## config.mk

```make
export PLATFORM = sky130hd
export DESIGN_NAME = condicionador_botoes
export DESIGN_NICKNAME = d
export VERILOG_FILES = /design/src/rtl/condicionador_botoes_pkg.sv /design/src/rtl/condicionador_botoes_debounce_canal.sv /design/src/rtl/condicionador_botoes.sv
export SDC_FILE = /design/constraint.sdc
export NUM_CORES = 1
export LEC_CHECK = 0
export ABC_AREA = 1
export CORE_AREA = 3 3 167 169
export CTS_BUF_LIST = sky130_fd_sc_hd__clkbuf_16
export DETAILED_ROUTE_END_ITERATION = 12
export DIE_AREA = 0 0 170 172
export PLACE_DENSITY = 0.62
export SLEW_MARGIN = 10
export SYNTH_ARGS = -nofsm -noshare
export SYNTH_HDL_FRONTEND = slang
export SYNTH_SLANG_ARGS = --single-unit
```

## constraint.sdc

```tcl
create_clock -name clock -period 4 [get_ports clock]
set_clock_uncertainty 0.1 [all_clocks]
set_input_delay 0.4 -clock clock [delete_from_list [all_inputs] [get_ports clock]]
set_output_delay 0.4 -clock clock [all_outputs]
set_load 0.05 [all_outputs]
```

## src/rtl/condicionador_botoes_pkg.sv

```systemverilog
// Shared types and helpers for the button conditioning stage.
// Channel FSM encoding, default channel count and a clog2 helper.
package condicionador_botoes_pkg;

  typedef enum logic [1:0] {
    ESTAVEL_0  = 2'd0,
    CONFIRMA_1 = 2'd1,
    ESTAVEL_1  = 2'd2,
    CONFIRMA_0 = 2'd3
  } estado_t;

  localparam int N_BOTOES_PADRAO = 8;

  // Minimum bits needed to hold 0..valor-1 (never less than 1).
  function automatic int clog2(input int valor);
    int r;
    int v;
    r = 0;
    v = valor - 1;
    for (int k = 0; k < 32; k++) begin
      if (v > 0) begin
        r = r + 1;
        v = v >> 1;
      end
    end
    return (r < 1) ? 1 : r;
  endfunction

endpackage

```

## src/rtl/condicionador_botoes_debounce_canal.sv

```systemverilog
// One button channel: 2-flop synchronizer, debounce FSM, press pulse.
// AUTO_REPETICAO_EN adds a repeat counter re-pulsing while held.
module debounce_canal
  import condicionador_botoes_pkg::*;
#(
  parameter int DEBOUNCE_CICLOS  = 1_000_000,
  parameter int REPETICAO_CICLOS = 12_500_000
) (
  input  logic clk_i,
  input  logic rst_ni,
  input  logic botao_i,
  output logic estavel_o,
  output logic pulso_o
);

  localparam int CW = clog2(DEBOUNCE_CICLOS);
  localparam logic [CW-1:0] CNT_MAX = CW'(DEBOUNCE_CICLOS - 1);

  logic [1:0]    sync_q;
  estado_t       estado_q;
  logic [CW-1:0] cnt_q;
  logic          estavel_q;
  logic          pulso_q;
  logic          sinc;
  logic          cnt_fim;

  assign sinc    = sync_q[1];
  assign cnt_fim = (cnt_q == CNT_MAX);

`ifdef AUTO_REPETICAO_EN
  localparam int RW = clog2(REPETICAO_CICLOS);
  localparam logic [RW-1:0] REP_MAX = RW'(REPETICAO_CICLOS - 1);

  logic [RW-1:0] rep_q;
  logic          segurando;
  logic          entra_0;

  // Accepted release wins over a repeat landing on the same edge.
  assign entra_0   = (estado_q == CONFIRMA_0) && !sinc && cnt_fim;
  assign segurando = (estado_q == ESTAVEL_1) ||
                     (estado_q == CONFIRMA_0);
`endif

  // Synchronizer, confirmation FSM and registered level/pulse.
  always_ff @(posedge clk_i) begin
    if (!rst_ni) begin
      sync_q    <= 2'b00;
      estado_q  <= ESTAVEL_0;
      cnt_q     <= '0;
      estavel_q <= 1'b0;
      pulso_q   <= 1'b0;
`ifdef AUTO_REPETICAO_EN
      rep_q     <= '0;
`endif
    end else begin
      sync_q  <= {sync_q[0], botao_i};
      pulso_q <= 1'b0;
      unique case (estado_q)
        ESTAVEL_0: begin
          if (sinc) begin
            estado_q <= CONFIRMA_1;
            cnt_q    <= CW'(1);
          end
        end
        CONFIRMA_1: begin
          if (!sinc) begin
            estado_q <= ESTAVEL_0;
            cnt_q    <= '0;
          end else if (cnt_fim) begin
            estado_q  <= ESTAVEL_1;
            cnt_q     <= '0;
            estavel_q <= 1'b1;
            pulso_q   <= 1'b1;
          end else begin
            cnt_q <= cnt_q + CW'(1);
          end
        end
        ESTAVEL_1: begin
          if (!sinc) begin
            estado_q <= CONFIRMA_0;
            cnt_q    <= CW'(1);
          end
        end
        CONFIRMA_0: begin
          if (sinc) begin
            estado_q <= ESTAVEL_1;
            cnt_q    <= '0;
          end else if (cnt_fim) begin
            estado_q  <= ESTAVEL_0;
            cnt_q     <= '0;
            estavel_q <= 1'b0;
          end else begin
            cnt_q <= cnt_q + CW'(1);
          end
        end
        default: begin
          estado_q <= ESTAVEL_0;
          cnt_q    <= '0;
        end
      endcase
`ifdef AUTO_REPETICAO_EN
      if (entra_0) begin
        rep_q <= '0;
      end else if (segurando) begin
        if (rep_q == REP_MAX) begin
          rep_q   <= '0;
          pulso_q <= 1'b1;
        end else begin
          rep_q <= rep_q + RW'(1);
        end
      end
`endif
    end
  end

  assign estavel_o = estavel_q;
  assign pulso_o   = pulso_q;

endmodule

```

## src/rtl/condicionador_botoes.sv

```systemverilog
// Button input stage: N debounced channels plus any/index/multi flags.
// Optional auto-repeat is enabled by defining AUTO_REPETICAO_EN.
module condicionador_botoes
  import condicionador_botoes_pkg::*;
#(
  parameter int N_BOTOES         = N_BOTOES_PADRAO,
  parameter int DEBOUNCE_CICLOS  = 1_000_000,
  parameter int REPETICAO_CICLOS = 12_500_000
) (
  input  logic                clock,
  input  logic                reset,
  input  logic [N_BOTOES-1:0] botoes,
  output logic [N_BOTOES-1:0] botoes_estaveis,
  output logic [N_BOTOES-1:0] pulso_botoes,
  output logic                algum_pulso,
  output logic [2:0]          botao_indice,
  output logic                multiplo
);

  for (genvar i = 0; i < N_BOTOES; i++) begin : g_canal
    debounce_canal #(
      .DEBOUNCE_CICLOS  (DEBOUNCE_CICLOS),
      .REPETICAO_CICLOS (REPETICAO_CICLOS)
    ) u_canal (
      .clk_i     (clock),
      .rst_ni    (reset),
      .botao_i   (botoes[i]),
      .estavel_o (botoes_estaveis[i]),
      .pulso_o   (pulso_botoes[i])
    );
  end

  assign algum_pulso = |pulso_botoes;

  // Clearing the lowest set bit leaves something only if 2+ were set.
  assign multiplo =
    |(pulso_botoes & (pulso_botoes - N_BOTOES'(1)));

  // Lowest-numbered pulsing button; scan high to low so low wins.
  always_comb begin
    botao_indice = 3'd0;
    for (int i = N_BOTOES - 1; i >= 0; i--) begin
      if (pulso_botoes[i]) begin
        botao_indice = 3'(i);
      end
    end
  end

endmodule

```

==> impl_metrics.csv <==
group,metric,value,unit
logic_synthesis,yosys-top-cells-area,"dfxtp_1, nand2_1, nor2_1",
worst_setup_path,cp_max_fo,4,
clock_tree,cts_root_buf,"clkbuf_16",
clock_tree,cts_resized,0,
clock_tree,cts_tree,"done",
logic_synthesis,async_flop_share,0,%
clock_tree,htree_num_levels,1,
detailed_routing,wl_per_cell,12.4,um
floorplanning,initial_utilization,44.7,%
logic_synthesis,avgSynthCellArea,6.17,um2
sta,slew_viol_final,0,
detailed_routing,vias,11600,
power_and_ir_drop,pwr-share-comb,4.8,%
detailed_routing,viasPerCell,5.06,
worst_setup_path,start_kind,"register",
clock_tree,cts.path.max_buffers,3,
worst_setup_path,crit_type,"reg -> out",
logic_synthesis,yosysSeqAreaShare,34.8,%
layout,antenna_cells,0,
clock_tree,clock_sinks,208,
floorplanning,fp.dieH,172,um
power_and_ir_drop,p_clk_share,48.2,%
floorplanning,row_count,60,
detailed_routing,drt_first_pass_iters,5,
placement,place_congestion,0.898,
sta,rsz0062_at_grt,"false",
logic_synthesis,yosysWarnings,0,
placement,hpwl,20.1,mm
global_routing,grt_pass1_wl,48.7,mm
sta,hold_viol_final,0,
placement,port_buffers,30,
clock_tree,postCtsHoldBufs,0,
sta,max_freq,0.356,GHz
logic_synthesis,synth_ff_type,"dfxtp_1",
sta,post-route-min-period,2.81,ns
power_and_ir_drop,power_frac_seq,47.0,%
clock_tree,clock_latency,0.52,ns
detailed_routing,drt-initial-drc-count,744,
sta,fin_ws,1.19,ns
layout,utilization,49.1,%
layout,drive_gt1_share,4.81,%
detailed_routing,drc_errors,0,
logic_synthesis,synth_common_cells,"nand2_1, nor2_1, inv_1, dfxtp_1, nand3_1",
power_and_ir_drop,internal_power,3.46,mW
power_and_ir_drop,leakagePower,5.12,nW
logic_synthesis,yosysTopAreaCell,"dfxtp_1",
outcome,status,"completed",
detailed_routing,highest_layer,"met5",
sta,worst_slew_pin_slew,0.808,ns
layout,fillers,2770,
logic_synthesis,syn_nets,1955,
power_and_ir_drop,swShare,23.3,%
global_routing,grt_pass1_vias,10500,
logic_synthesis,synth_top_area_share,34.8,%
sta,finalSetupTns,0,ns
power_and_ir_drop,power.density,343,nW/um2
clock_tree,cts_buffers,25,
detailed_routing,wl_met3,1.21,mm
global_routing,grt.total_usage,19.4,%
sta,setup_viol,0,
floorplanning,dieArea,29200,um2
power_and_ir_drop,power,4.51,mW
placement,post-place-ws,1.71,ns
logic_synthesis,syn_inst,1937,
floorplanning,coreArea,26700,um2
detailed_routing,ant_nets,0,
hold_path,hold_class,"in -> reg",
detailed_routing,dr_wl_met2,12.5,mm
global_routing,antenna_found_initial,1,
worst_setup_path,endpoint_kind,"output port",
logic_synthesis,synth.most_common_cell,"nand2_1",
power_and_ir_drop,power.switching,1.05,mW
logic_synthesis,synth_cell_type_count,47,
sta,worst_hold_slack,0.279,ns
clock_tree,post_cts_buffers,0,
global_routing,grt_max_degree,82,
layout,nets,1956,
logic_synthesis,syn_area,12000,um2
worst_setup_path,arrival,2.31,ns
sta,slew_headroom,46.1,%
floorplanning,ioPinCount,31,
detailed_routing,wl,28.5,mm
layout,area_growth,9.83,%
logic_synthesis,synth-seq-cells,208,
global_routing,grt-ovfl-total,0,
power_and_ir_drop,vdd_drop_max,0.249,mV
logic_synthesis,synth_edf_count,0,
detailed_routing,m1WireLength,14.2,mm
job,drv_cap,0,
sta,period_share,70.2,%
worst_setup_path,crit_required,3.50,ns
floorplanning,die_width,170,um
clock_tree,clkTransAtPathRegs,0.06,ns
## through the flow
| step | cells | instance area (um2) |
|---|---|---|
| detailed placement | 2252 | 12400 |
| CTS | 2294 | 13100 |
| floorplan | 1937 | 12000 |
| global placement | 2252 | 12400 |
| global route | 2294 | 13100 |
| finish | 2294 | 13100 |
## cells by family after synthesis
family,count (synthesis),synth area share [%]
AND/OR/NAND/NOR,1155,41.2
buffers and inverters,310,10.8
AO/OA/AOI/OAI,227,10.0
flip-flops,208,34.8
XOR/XNOR,29,2.25
adder cells (fa/ha/maj),8,0.837
## cell usage in the layout, fill, tap and decap left out, drive strengths merged, types with 7 or more instances in the layout
master	netlist	routed
xnor2	12	12
a21oi	119	119
dfxtp	208	208
o21bai	7	7
nand2	632	632
clkinv	2	8
nand3	152	152
ha	8	8
nor3	21	21
clkbuf	14	25
xor2	17	17
nand4	55	55
nor2	274	274
inv	250	258
clkdlybuf4s50	0	29
or2	7	7
o21ai	83	83
## path summary, 6_finish.rpt
kind	from	endpoint	slack [ns]	depth (start not counted)
min	reset	g_canal[2].u_canal.cnt_q[2]$_SDFFE_PN0P_	0.28	3
min reg2reg	g_canal[2].u_canal.sync_q[0]$_SDFF_PN0_	g_canal[2].u_canal.sync_q[1]$_SDFF_PN0_	0.31	2
max	g_canal[0].u_canal.pulso_o$_SDFF_PN0_	multiplo	1.19	6
max reg2reg	g_canal[7].u_canal.cnt_q[0]$_SDFFE_PN0P_	g_canal[7].u_canal.cnt_q[1]$_SDFFE_PN0P_	2.02	8
## power by group through the flow
| stage | clock (mW) | sequential [mW] | combinational, mW |
|---|---|---|---|
| after floorplan | 0 | 2.16 | 0.163 |
| after global placement | 0 | 2.16 | 0.216 |
| after detailed placement | 0 | 2.17 | 0.217 |
| after CTS | 2.25 | 2.12 | 0.218 |
| after global routing | 2.33 | 2.12 | 0.243 |
| final | 2.17 | 2.12 | 0.215 |
## layer usage
metal,GRT usage (%),vias to the layer above
met3,2.70,45
met1,27.0,5241
met4,4.97,2
li1,-,6107
met5,0,-
met2,32.0,222
## flip-flops by register name (all words and copies together) (netlist names), named ones only
name,cells
g_canal.u_canal.pulso_o,8
g_canal.u_canal.sync_q,16
g_canal.u_canal.estavel_o,8
g_canal.u_canal.estado_q,8
g_canal.u_canal.cnt_q,160
## critical path, cell delays in order (launching register included)
cell             delay, ns
dfxtp_1               0.33
nor2_1                0.16
nand2_1               0.11
nor2_1                0.13
a21oi_1               0.08
a211o_1               0.28
clkdlybuf4s50_1       0.70
## layout make-up
type                            instances  area, um2  share of cell area, %
Timing Repair Buffer                   32        325                   2.48
Multi-Input combinational cell       1419       6500                   49.5
Sequential cell                       208       4160                   31.7
Tap cell                              341        427                   3.25
Clock buffer                           25        626                   4.76
Inverter                              252        946                   7.20
Clock inverter                         17        145                   1.11
Note: power is estimated with default switching activity, not from simulation.
==> variant, RTL diff (same flow settings) <==
Encoding of `estado_t`: now Gray code (2 bits for 4 values).
--- a/src/rtl/condicionador_botoes_pkg.sv
+++ b/src/rtl/condicionador_botoes_pkg.sv
@@ -4,8 +4,8 @@
 
   typedef enum logic [1:0] {
-    ESTAVEL_0  = 2'd0,
-    CONFIRMA_1 = 2'd1,
-    ESTAVEL_1  = 2'd2,
-    CONFIRMA_0 = 2'd3
+    ESTAVEL_0  = 2'b00,
+    CONFIRMA_1 = 2'b01,
+    ESTAVEL_1  = 2'b11,
+    CONFIRMA_0 = 2'b10
   } estado_t;
 
Formal check against the unedited RTL: no difference found for any inputs over 4 cycles, from zero or initial values and one cycle with reset low; so few cycles prove little.
==> variant against the original RTL <==
Routed wire length up 8.6%; worst hold slack worse by 0.071 ns; die area unchanged; final area up 7.9%; setup slack worse by 0.22 ns; via count up 5.4%; synthesized cell count up 3.6%; synthesized area up 9.1%; sequential cell count unchanged; critical path type unchanged; largest cell class unchanged; highest routed layer is now met4.
Power is not compared: it rests on default switching activity, and its combinational part moved more than twofold at a synthesized area within 25%.
==> variant: results (changes against the original RTL) <==
| Metric | Value |
|---|---|
| Post-synthesis cell count | 2,006 (+3.6%) |
| Placed insts | 2,312 (+2.7%) |
| Pre-CTS setup slack | 1.49 ns (-0.225 ns) |
| Global Route Usage Sum | 21.3% (+1.8 points) |
| WL/cell | 13.1 µm (+5.6%) |
| Clock Latency Late Sink | 0.53 ns |
| Layout cells sized above 1 | 8.18% (+3.4 points) |
| First-pass DRT Iterations | 5 (unchanged) |
| DR vias | 12,200 (+5.4%) |
| Post-detail-place hpwl | 21,700 µm (+8.1%) |
| First-pass GRT wire length | 53,400 µm (+9.6%) |
| Critical path peak fanout | 5 (+1) |
| Vias per cell | 5.19 (+2.5%) |
| Status | completed |
| Largest registers | g_canal.u_canal.cnt_q: 160 flops, g_canal.u_canal.estado_q: 16 flops, g_canal.u_canal.sync_q: 16 flops |
| Synth unique cells | 54 (+15%) |
| Initial DRC Count | 932 (+25%) |
| Max cap viols | 0 (unchanged) |
| Sequential fraction of the synthesis area | 31.9% (-2.9 points) |
| Worst rel slew slack | 35.4% (-11 points) |
| Complex-gate fraction of the synthesized area | 14.9% (+4.8 points) |
| Top cells by area, synth | dfxtp_1, nand2_1, a21oi_1 |
| Comb pwr share | 29.6% |
| XOR/XNOR share of the synthesized area | 1.54% (-0.71 points) |
| Fillers | 2,691 (-2.9%) |
| Post-CTS Resized | 0 (unchanged) |
| Vias in the first global route | 11,500 (+9.3%) |
| Synth Area in Adders | 4.32% (+3.5 points) |
| Largest net degree at the start of global routing | 68 (-17%) |
| Leakage | 5.14 nW |
| Fin nets | 2,053 (+5.0%) |
| Routability cong. | 0.923 (+2.8%) |
| Post-synth top cells | nand2_1, inv_1, dfxtp_1, a21oi_1, nor2_1 |
| Area after DPL | 13,400 µm² (+8.4%) |
==> variant: cell count changes after synthesis, moves of 17 or more <==
| cell | delta |
|---|---|
| nand2_1 | -133 |
| nor2_1 | -56 |
| nand3_1 | +20 |
| ha_1 | +37 |
| o21ai_1 | +17 |
| a21oi_1 | +80 |
==> variant: final timing paths <==
kind	start	endpoint	slack, ns	cells after the start
max	g_canal[0].u_canal.pulso_o	multiplo	0.97	5
min	reset	g_canal[7].u_canal.sync_q[0]	0.21	3
max reg2reg	g_canal[0].u_canal.estado_q[0]	g_canal[0].u_canal.cnt_q[12]	1.60	10
min reg2reg	g_canal[5].u_canal.sync_q[0]	g_canal[5].u_canal.sync_q[1]	0.31	2
==> variant: cell families (layout without fill, tap and decap cells) <==
logic type / Yosys count / in the layout
AO/OA/AOI/OAI: 360 / 360
XOR/XNOR: 23 / 23
adder cells (fa/ha/maj): 45 / 45
buffers and inverters: 331 / 342
flip-flops: 208 / 208
AND/OR/NAND/NOR: 1039 / 1039
==> variant: worst max-delay path, stage by stage, from the launching register on <==
cell             delay (ns)
dfxtp_1                0.33
nor2_1                 0.28
nor2_1                 0.06
a2111oi_0              0.36
o21ai_0                0.22
clkdlybuf4s50_1        0.75
==> variant: per-layer routing <==
layer	track usage [%]	routed length [µm]
met4	5.29	559
met2	35.9	13900
met1	28.9	15300
met3	2.90	1240
met5	0	0
==> variant: area by class of cell <==
class / instances / area [µm²] / share of cell area [%]
Multi-Input combinational cell: 1467 / 7480 / 52.8
Tap cell: 341 / 427 / 3.01
Sequential cell: 208 / 4160 / 29.4
Clock buffer: 25 / 626 / 4.41
Timing Repair Buffer: 39 / 365 / 2.58
Inverter: 257 / 968 / 6.83
Clock inverter: 21 / 145 / 1.02
